===== src/rtl/fetch_sequencer.sv =====
// Fetch controller: drives the PC hold/advance/load controls, runs the imem
// req/ack handshake and presents fetched instructions to decode.
module fetch_sequencer #(
    parameter int ADDR_W = 16,
    parameter int DATA_W = 16,
    parameter int CNT_W  = 16
) (
    input  logic              clk,
    input  logic              reset,
    input  logic              run,
    input  logic [ADDR_W-1:0] pc_cur,
    output logic              pc_load,
    output logic [ADDR_W-1:0] pc_target,
    output logic              imem_req,
    output logic [ADDR_W-1:0] imem_addr,
    input  logic              imem_ack,
    input  logic [DATA_W-1:0] imem_rdata,
    output logic              inst_valid,
    output logic [DATA_W-1:0] inst_data,
    output logic [ADDR_W-1:0] inst_pc,
    input  logic              inst_ready,
    input  logic              redirect,
    input  logic [ADDR_W-1:0] redirect_target,
    output logic              busy,
    output logic [CNT_W-1:0]  fetch_count
);

    typedef enum logic [1:0] {
        IDLE  = 2'd0,
        FETCH = 2'd1,
        OUT   = 2'd2
    } state_t;

    state_t            state;
    logic              pending_redir;
    logic [ADDR_W-1:0] pending_target;
    logic [DATA_W-1:0] ir;
    logic [ADDR_W-1:0] ir_pc;
    logic [ADDR_W-1:0] redir_aligned;

    assign redir_aligned = {redirect_target[ADDR_W-1:1], 1'b0};

    assign imem_req   = (state == FETCH);
    assign imem_addr  = pc_cur;
    assign inst_valid = (state == OUT) && !redirect;
    assign inst_data  = ir;
    assign inst_pc    = ir_pc;
    assign busy       = (state != IDLE);

    // The PC self-increments, so "hold" is a load of its own value.
    always_comb begin
        pc_load   = 1'b1;
        pc_target = pc_cur;
        unique case (state)
            IDLE: begin
                if (redirect)
                    pc_target = redir_aligned;
            end
            FETCH: begin
                if (imem_ack && (redirect || pending_redir))
                    pc_target = redirect ? redir_aligned : pending_target;
            end
            OUT: begin
                if (redirect)
                    pc_target = redir_aligned;
                else if (inst_ready)
                    pc_load = 1'b0;
            end
            default: ;
        endcase
    end

    always_ff @(posedge clk or negedge reset) begin
        if (!reset) begin
            state          <= IDLE;
            pending_redir  <= 1'b0;
            pending_target <= '0;
            ir             <= '0;
            ir_pc          <= '0;
            fetch_count    <= '0;
        end else begin
            unique case (state)
                IDLE: begin
                    if (run)
                        state <= FETCH;
                end
                FETCH: begin
                    if (imem_ack) begin
                        if (redirect || pending_redir) begin
                            pending_redir <= 1'b0;
                            state         <= run ? FETCH : IDLE;
                        end else begin
                            ir    <= imem_rdata;
                            ir_pc <= pc_cur;
                            state <= OUT;
                        end
                    end else if (redirect) begin
                        pending_redir  <= 1'b1;
                        pending_target <= redir_aligned;
                    end
                end
                OUT: begin
                    if (redirect) begin
                        state <= run ? FETCH : IDLE;
                    end else if (inst_ready) begin
                        fetch_count <= fetch_count + 1'b1;
                        state       <= run ? FETCH : IDLE;
                    end
                end
                default: state <= IDLE;
            endcase
        end
    end

endmodule

===== config.mk =====
export PLATFORM = sky130hd
export DESIGN_NAME = fetch_sequencer
export DESIGN_NICKNAME = d
export VERILOG_FILES = /design/src/rtl/fetch_sequencer.sv
export SDC_FILE = /design/constraint.sdc
export NUM_CORES = 1
export LEC_CHECK = 0
export ABC_CLOCK_PERIOD_IN_PS = 3200
export CAP_MARGIN = 20
export CORE_MARGIN = 2
export CORE_UTILIZATION = 40
export CTS_CLUSTER_SIZE = 8
export DETAILED_ROUTE_END_ITERATION = 16
export GPL_ROUTABILITY_DRIVEN = 0
export MAX_ROUTING_LAYER = met4
export PLACE_DENSITY = 0.81
export SETUP_SLACK_MARGIN = 0.05
export SLEW_MARGIN = 20
export SYNTH_ARGS = -nofsm -noshare
export SYNTH_HDL_FRONTEND = slang
export SYNTH_SLANG_ARGS = --single-unit

===== constraint.sdc =====
create_clock -name clk -period 3.2 [get_ports clk]
set_input_delay 0.64 -clock clk [delete_from_list [all_inputs] [get_ports clk]]
set_output_delay 0.64 -clock clk [all_outputs]
set_load 0.005 [all_outputs]

==> results.yml, run 1 <==
cells_and_area:
  stdcell_area_sq_um: 4920
  final_common_cell: "clkdlybuf4s50_1"
  drive_above_1_share: 0.154
  regArea_sq_um: 1680
  most-common-layout-cells: "clkdlybuf4s50_1, dfrtp_1, mux2i_1, nand2_1, mux2_2"
  diodes: 0
  num-fill-cells: 699
  fin_cells: 515
  multi_input_area_sq_um: 1460
  syn_to_final_growth_pct: 47.3
  nets: 460
sta:
  finalSetupViolCount: 0
  skew_ps: 10.4
  tightest_slew_ps: 618
  hold_ws_ps: 307
  rsz0062_at_grt: "false"
  fmaxAchievable_mhz: 336
  relSlewSlack: 0.588
  hold_viol_final: 0
  min_period_ps: 2980
  fin_tns_setup_ps: 0
  min_period_over_period: 0.931
  drv_slew: 0
logic_synthesis:
  synthCells: 279
  netlist_area_sq_um: 3340
  ys_ff_latch: 67
  syn_nets: 334
  synth_top_area_frac: 0.502
  synth_area_per_cell_sq_um: 12.0
  ys_seq_area_frac: 0.502
  synth_top_area_cell: "dfrtp_1"
  synth_area_leaders: "dfrtp_1, mux2_2, mux2i_1, mux2_1, o221ai_1"
  synth_warnings: 0
  ys_types: 35
power:
  internal_power_w: 0.00231
  netSwitchingFraction: 0.276
  power_leakage_nw: 2.11
  power_frac_clock: 0.222
  pwr_density_cell_nw_per_um2: 650
  total_power_w: 0.00320
  ir_drop_v: 0.000278
  comb_power_share: 0.374
  p_seq_frac: 0.404
  switching_power_w: 0.000882
global_routing:
  met1_usage: 0.237
  use_met2: 0.323
  grt_pass1_vias: 2661
  antenna_found_initial: 0
  grt_max_degree: 38
  grt-ovfl-total: 0
  busiest_layer: "met2"
  grt_pass1_wl_mm: 13.1
  gr-usage-met3: 0.0490
  grt.total_usage: 0.194
drt:
  vias: 2614
  totalWireLength_mm: 8.40
  drc_errors: 0
  first_pass_iters: 4
  ant_nets: 0
  viasPerCell: 5.08
  drt-initial-drc-count: 80
  routedWlPerCell_microns: 16.3
place:
  dpl-instance-area_sq_um: 4720
  port_buffers: 136
  place_hpwl_mm: 5.99
  dp.cells: 499
cts:
  cts_tree: "yes"
  numCtsBuffers: 9
  h-tree-depth: 3
  clk_latency_ps: 330
  clkSinkCount: 67
  clk_pin_slew_ps: 80
  cts-root-buf: "clkbuf_8"
  clock_tree.buffer_depth: 2
floorplan:
  die_area_sq_um: 9100
  initial_core_util: 0.411
  die_h_microns: 95.4
  num_io_pins: 138
  std_cell_rows: 33
  core_sq_um: 8130
  die_x_microns: 95.4
setup_path:
  cp_cell_sequence: "clkdlybuf4s50_1 -> nand2b_1 -> o21a_2 -> nand2_1 -> o221ai_1 -> clkdlybuf4s50_1"
  setup.worst_path.start_class: "input port"
  cp.required_ps: 2560
  slowest_stage: "clkdlybuf4s50_1"
  crit_top_cell: "clkdlybuf4s50_1"
  crit_fanout: 15
  crit_path_max_incr_delay_ps: 540
  crit_type: "in2out"
  rrSetupSlack_ps: 1010
  endpoint_kind: "output pin"
  arrival_ps: 2340
outcome:
  outcome: "complete, no violations"
flow_run:
  maxCapViolCount: 0
worst_hold_path:
  hold_path_class: "in2async"
==> power groups by stage <==
stage | Combinational (W) | Clock (W) | Sequential (W)
2_1_floorplan | 0.000445 | 0 | 0.00131
3_3_place_gp | 0.00118 | 0 | 0.00129
3_5_place_dp | 0.00121 | 0 | 0.00131
4_1_cts | 0.00122 | 0.000730 | 0.00129
5_1_grt | 0.00130 | 0.000769 | 0.00133
6_report | 0.00119 | 0.000709 | 0.00129
==> critical path: cells and delay by family <==
family                 cells  cell delay [ps]
AOI/OAI and AO/OA          2              440
buffers and inverters      2             1020
and+or+nand+nor            2              230
==> cell usage after synthesis, drive strengths merged <==
| library cell | n |
|---|---|
| ha | 1 |
| inv | 8 |
| nand3 | 5 |
| nor2 | 8 |
| nand4 | 4 |
| a21oi | 4 |
| or3b | 1 |
| nand2 | 28 |
| xnor2 | 12 |
| nor4 | 1 |
| dfrtp | 67 |
| and4bb | 1 |
| o32ai | 1 |
| mux2 | 46 |
| mux2i | 30 |
| o21a | 1 |
| nor2b | 1 |
| nor3 | 1 |
| or4 | 1 |
| xor2 | 3 |
| nor3b | 1 |
| clkbuf | 6 |
| o221ai | 15 |
| or3 | 1 |
| and3 | 1 |
| buf | 24 |
| nand2b | 1 |
| or2 | 1 |
| o21ai | 4 |
| nand3b | 1 |
==> routing by layer <==
metal  vias up  share of wire
li1       1228              -
met3         6          0.043
met4         0         0.0023
met5         -              0
met1      1310           0.43
met2        70           0.52
==> sequential cells by signal, indices dropped and copies added (netlist names) <==
name,cells
fetch_count,16
inst_data,16
inst_pc,16
pending_redir,1
pending_target,16
state,2
==> what timing repair did <==
action / 4_1_cts / 5_1_grt
hold buffers: 0 / 0
resized for setup: 1 / 0
buffers inserted: 0 / 0
setup endpoints to repair: 15 / 0
==> cells by family after synthesis <==
logic type / share of synthesized area
adder cells (fa/ha/maj): 0.00375
flip-flops: 0.502
AO/OA/AOI/OAI: 0.0562
buffers and inverters: 0.0641
AND/OR/NAND/NOR: 0.0896
XOR/XNOR: 0.0393
multiplexers: 0.245
==> final cells by class <==
cell class | count | share of cell area
clock buffers | 11 | 0.0287
clock inverters | 5 | 0.0107
inverters | 8 | 0.00611
multi-input cells | 174 | 0.296
flip-flops and latches | 67 | 0.341
well taps | 105 | 0.0267
repair buffers | 145 | 0.291
==> path summary, 6_finish.rpt <==
kind,from,depth (start not counted),to
max in group asynchronous,reset,2,pending_target[7]
min in group clk,pending_target[10],1,pending_target[10]
setup / recovery,imem_ack,6,pc_target[4]
hold / removal,reset,1,inst_data[7]
setup reg to reg,state[0],6,fetch_count[15]
hold reg to reg,pending_target[10],1,pending_target[10]
==> metrics by stage <==
step,worst slack (ps),util
floorplan,903,-
global placement,20.0,0.581
detailed placement,-16.4,0.581
CTS,193,0.605
global route,104,0.605
finish,222,0.605
Note: power is estimated with default switching activity, not from simulation.
==> inputs of run 2 (changes only) <==
CAP_MARGIN = not set   (was 20)
CORE_MARGIN = 3   (was 2)
RECOVER_POWER = 100   (was not set)
==> run 2 against run 1 <==
Effect of this change: the flow now finishes with violations (max-capacitance violations, max-slew violations); setup slack worse by 73 ps; clock-buffer cell count unchanged; first-iteration DRC count shrank 41%; die area increased by 4.2%; sequential share of layout area rose by 0.15 points; wire length increased by 4.0%; critical path depth did not move; global-route usage rose by 0.31 points.
==> results.yml, run 2 (synthesis gave the netlist of run 1 again) <==
flow_run:
  maxCapViolCount: 1
cts:
  clkSinkCount: 67
  clk_pin_slew_ps: 70
  numCtsBuffers: 9
  cts_tree: "yes"
  clk_latency_ps: 330
  hold_buffers: 0
  clock_tree.buffer_depth: 2
  h-tree-depth: 3
  cts-root-buf: "clkbuf_8"
cells_and_area:
  final_common_cell: "dlygate4sd3_1"
  nets: 461
  fin_cells: 512
  most-common-layout-cells: "dlygate4sd3_1, dfrtp_1, clkdlybuf4s50_1, mux2i_1"
  stdcell_area_sq_um: 4900
  drive_above_1_share: 0.124
  syn_to_final_growth_pct: 46.6
  diodes: 0
  regArea_sq_um: 1680
  num-fill-cells: 657
  multi_input_area_sq_um: 1430
outcome:
  outcome: "complete, but fails checks"
  violations: "max-capacitance violations, max-slew violations"
sta:
  fmaxAchievable_mhz: 328
  fin_tns_setup_ps: 0
  drv_slew: 32
  finalSetupViolCount: 0
  skew_ps: 11.6
  rsz0062_at_grt: "false"
  tightest_slew_ps: 1730
  min_period_over_period: 0.954
  relSlewSlack: -0.156
  hold_viol_final: 0
  min_period_ps: 3050
place:
  dpl-instance-area_sq_um: 4740
  dp.cells: 497
  port_buffers: 136
  place_hpwl_mm: 6.45
power:
  power_leakage_nw: 2.15
  pwr_density_cell_nw_per_um2: 645
  ir_drop_v: 0.000321
setup_path:
  ff2ff_path_depth: 6
  cp.required_ps: 2560
  setup.worst_path.start_class: "input port"
  r2r-start: "state[0]"
  crit_type: "in2out"
  rrSetupSlack_ps: 460
  arrival_ps: 2410
  r2r_end: "fetch_count[15]"
  crit_fanout: 15
  endpoint_kind: "output pin"
floorplan:
  die_area_sq_um: 9480
  initial_core_util: 0.421
  die_x_microns: 97.4
  die_h_microns: 97.4
  num_io_pins: 138
  std_cell_rows: 32
  core_sq_um: 7930
global_routing:
  grt_pass1_vias: 2807
  grt.total_usage: 0.197
  grt_pass1_wl_mm: 14.6
  grt-ovfl-total: 0
  antenna_found_initial: 0
  grt_max_degree: 38
drt:
  viasPerCell: 5.23
  routedWlPerCell_microns: 17.1
  first_pass_iters: 4
  vias: 2677
  drt-initial-drc-count: 47
  ant_nets: 0
  drc_errors: 0
  totalWireLength_mm: 8.73
worst_hold_path:
  hold_end: "fetch_count[15]"
  hold_path_class: "reg2reg"
  hold_depth: 1
  hp-start: "fetch_count[15]"
[run 2: final cells by class]
cell class	instances	area share
Inverter	8	0.00613
Sequential cell	67	0.342
Timing Repair Buffer	146	0.289
Clock inverter	4	0.0153
Tap cell	102	0.0261
Multi-Input combinational cell	174	0.292
Clock buffer	11	0.0289
[run 2: how the worst max path moves through the flow]
stage | from | end | slack [ps] | cells past startpoint
finish | imem_ack | pc_target[13] | 150 | 6
global route | imem_ack | pc_target[2] | 50 | 6
global placement | imem_ack | pc_target[9] | 70 | 6
floorplan | redirect | pc_target[11] | 900 | 4
CTS | imem_ack | pc_target[0] | 150 | 6
detailed placement | imem_ack | pc_target[13] | 30 | 6
[run 2: critical path, stage by stage]
cell and delay [ps]:
clkdlybuf4s50_1 510, nand2b_1 90, o21a_2 320, nand2_1 120, o221ai_1 110, dlygate4sd3_1 610
[run 2: report_power, final]
part	switching (W)	internal, W	leakage, nW
Clock	0.000321	0.000456	0.102
Sequential	0.000148	0.00114	0.822
Combinational	0.000401	0.000698	1.23
Total	0.000870	0.00229	2.15
[run 2: timing repair]
| item | 4_1_cts | 5_1_grt |
|---|---|---|
| endpoints found under the setup margin | 4 | 1 |
| gates resized for setup | 1 | 1 |
| pin swaps | 0 | 0 |
| hold endpoints to repair | 0 | 0 |
| buffers inserted | 0 | 0 |
[run 2: through the flow]
stage,total power (W),utilization,setup WS [ps],hold WS [ps]
floorplan,0.00175,-,903,344
global placement,0.00248,0.598,67.1,463
detailed placement,0.00253,0.598,32.1,464
CTS,0.00332,0.625,148,390
global route,0.00336,0.618,51.4,501
finish,0.00316,0.618,149,468
[run 2: metal layers]
| metal | part of all wire | GRT usage |
|---|---|---|
| met2 | 0.54 | 0.346 |
| met3 | 0.041 | 0.0388 |
| met1 | 0.41 | 0.230 |
| met4 | 0.010 | 0.0543 |
| met5 | 0 | - |
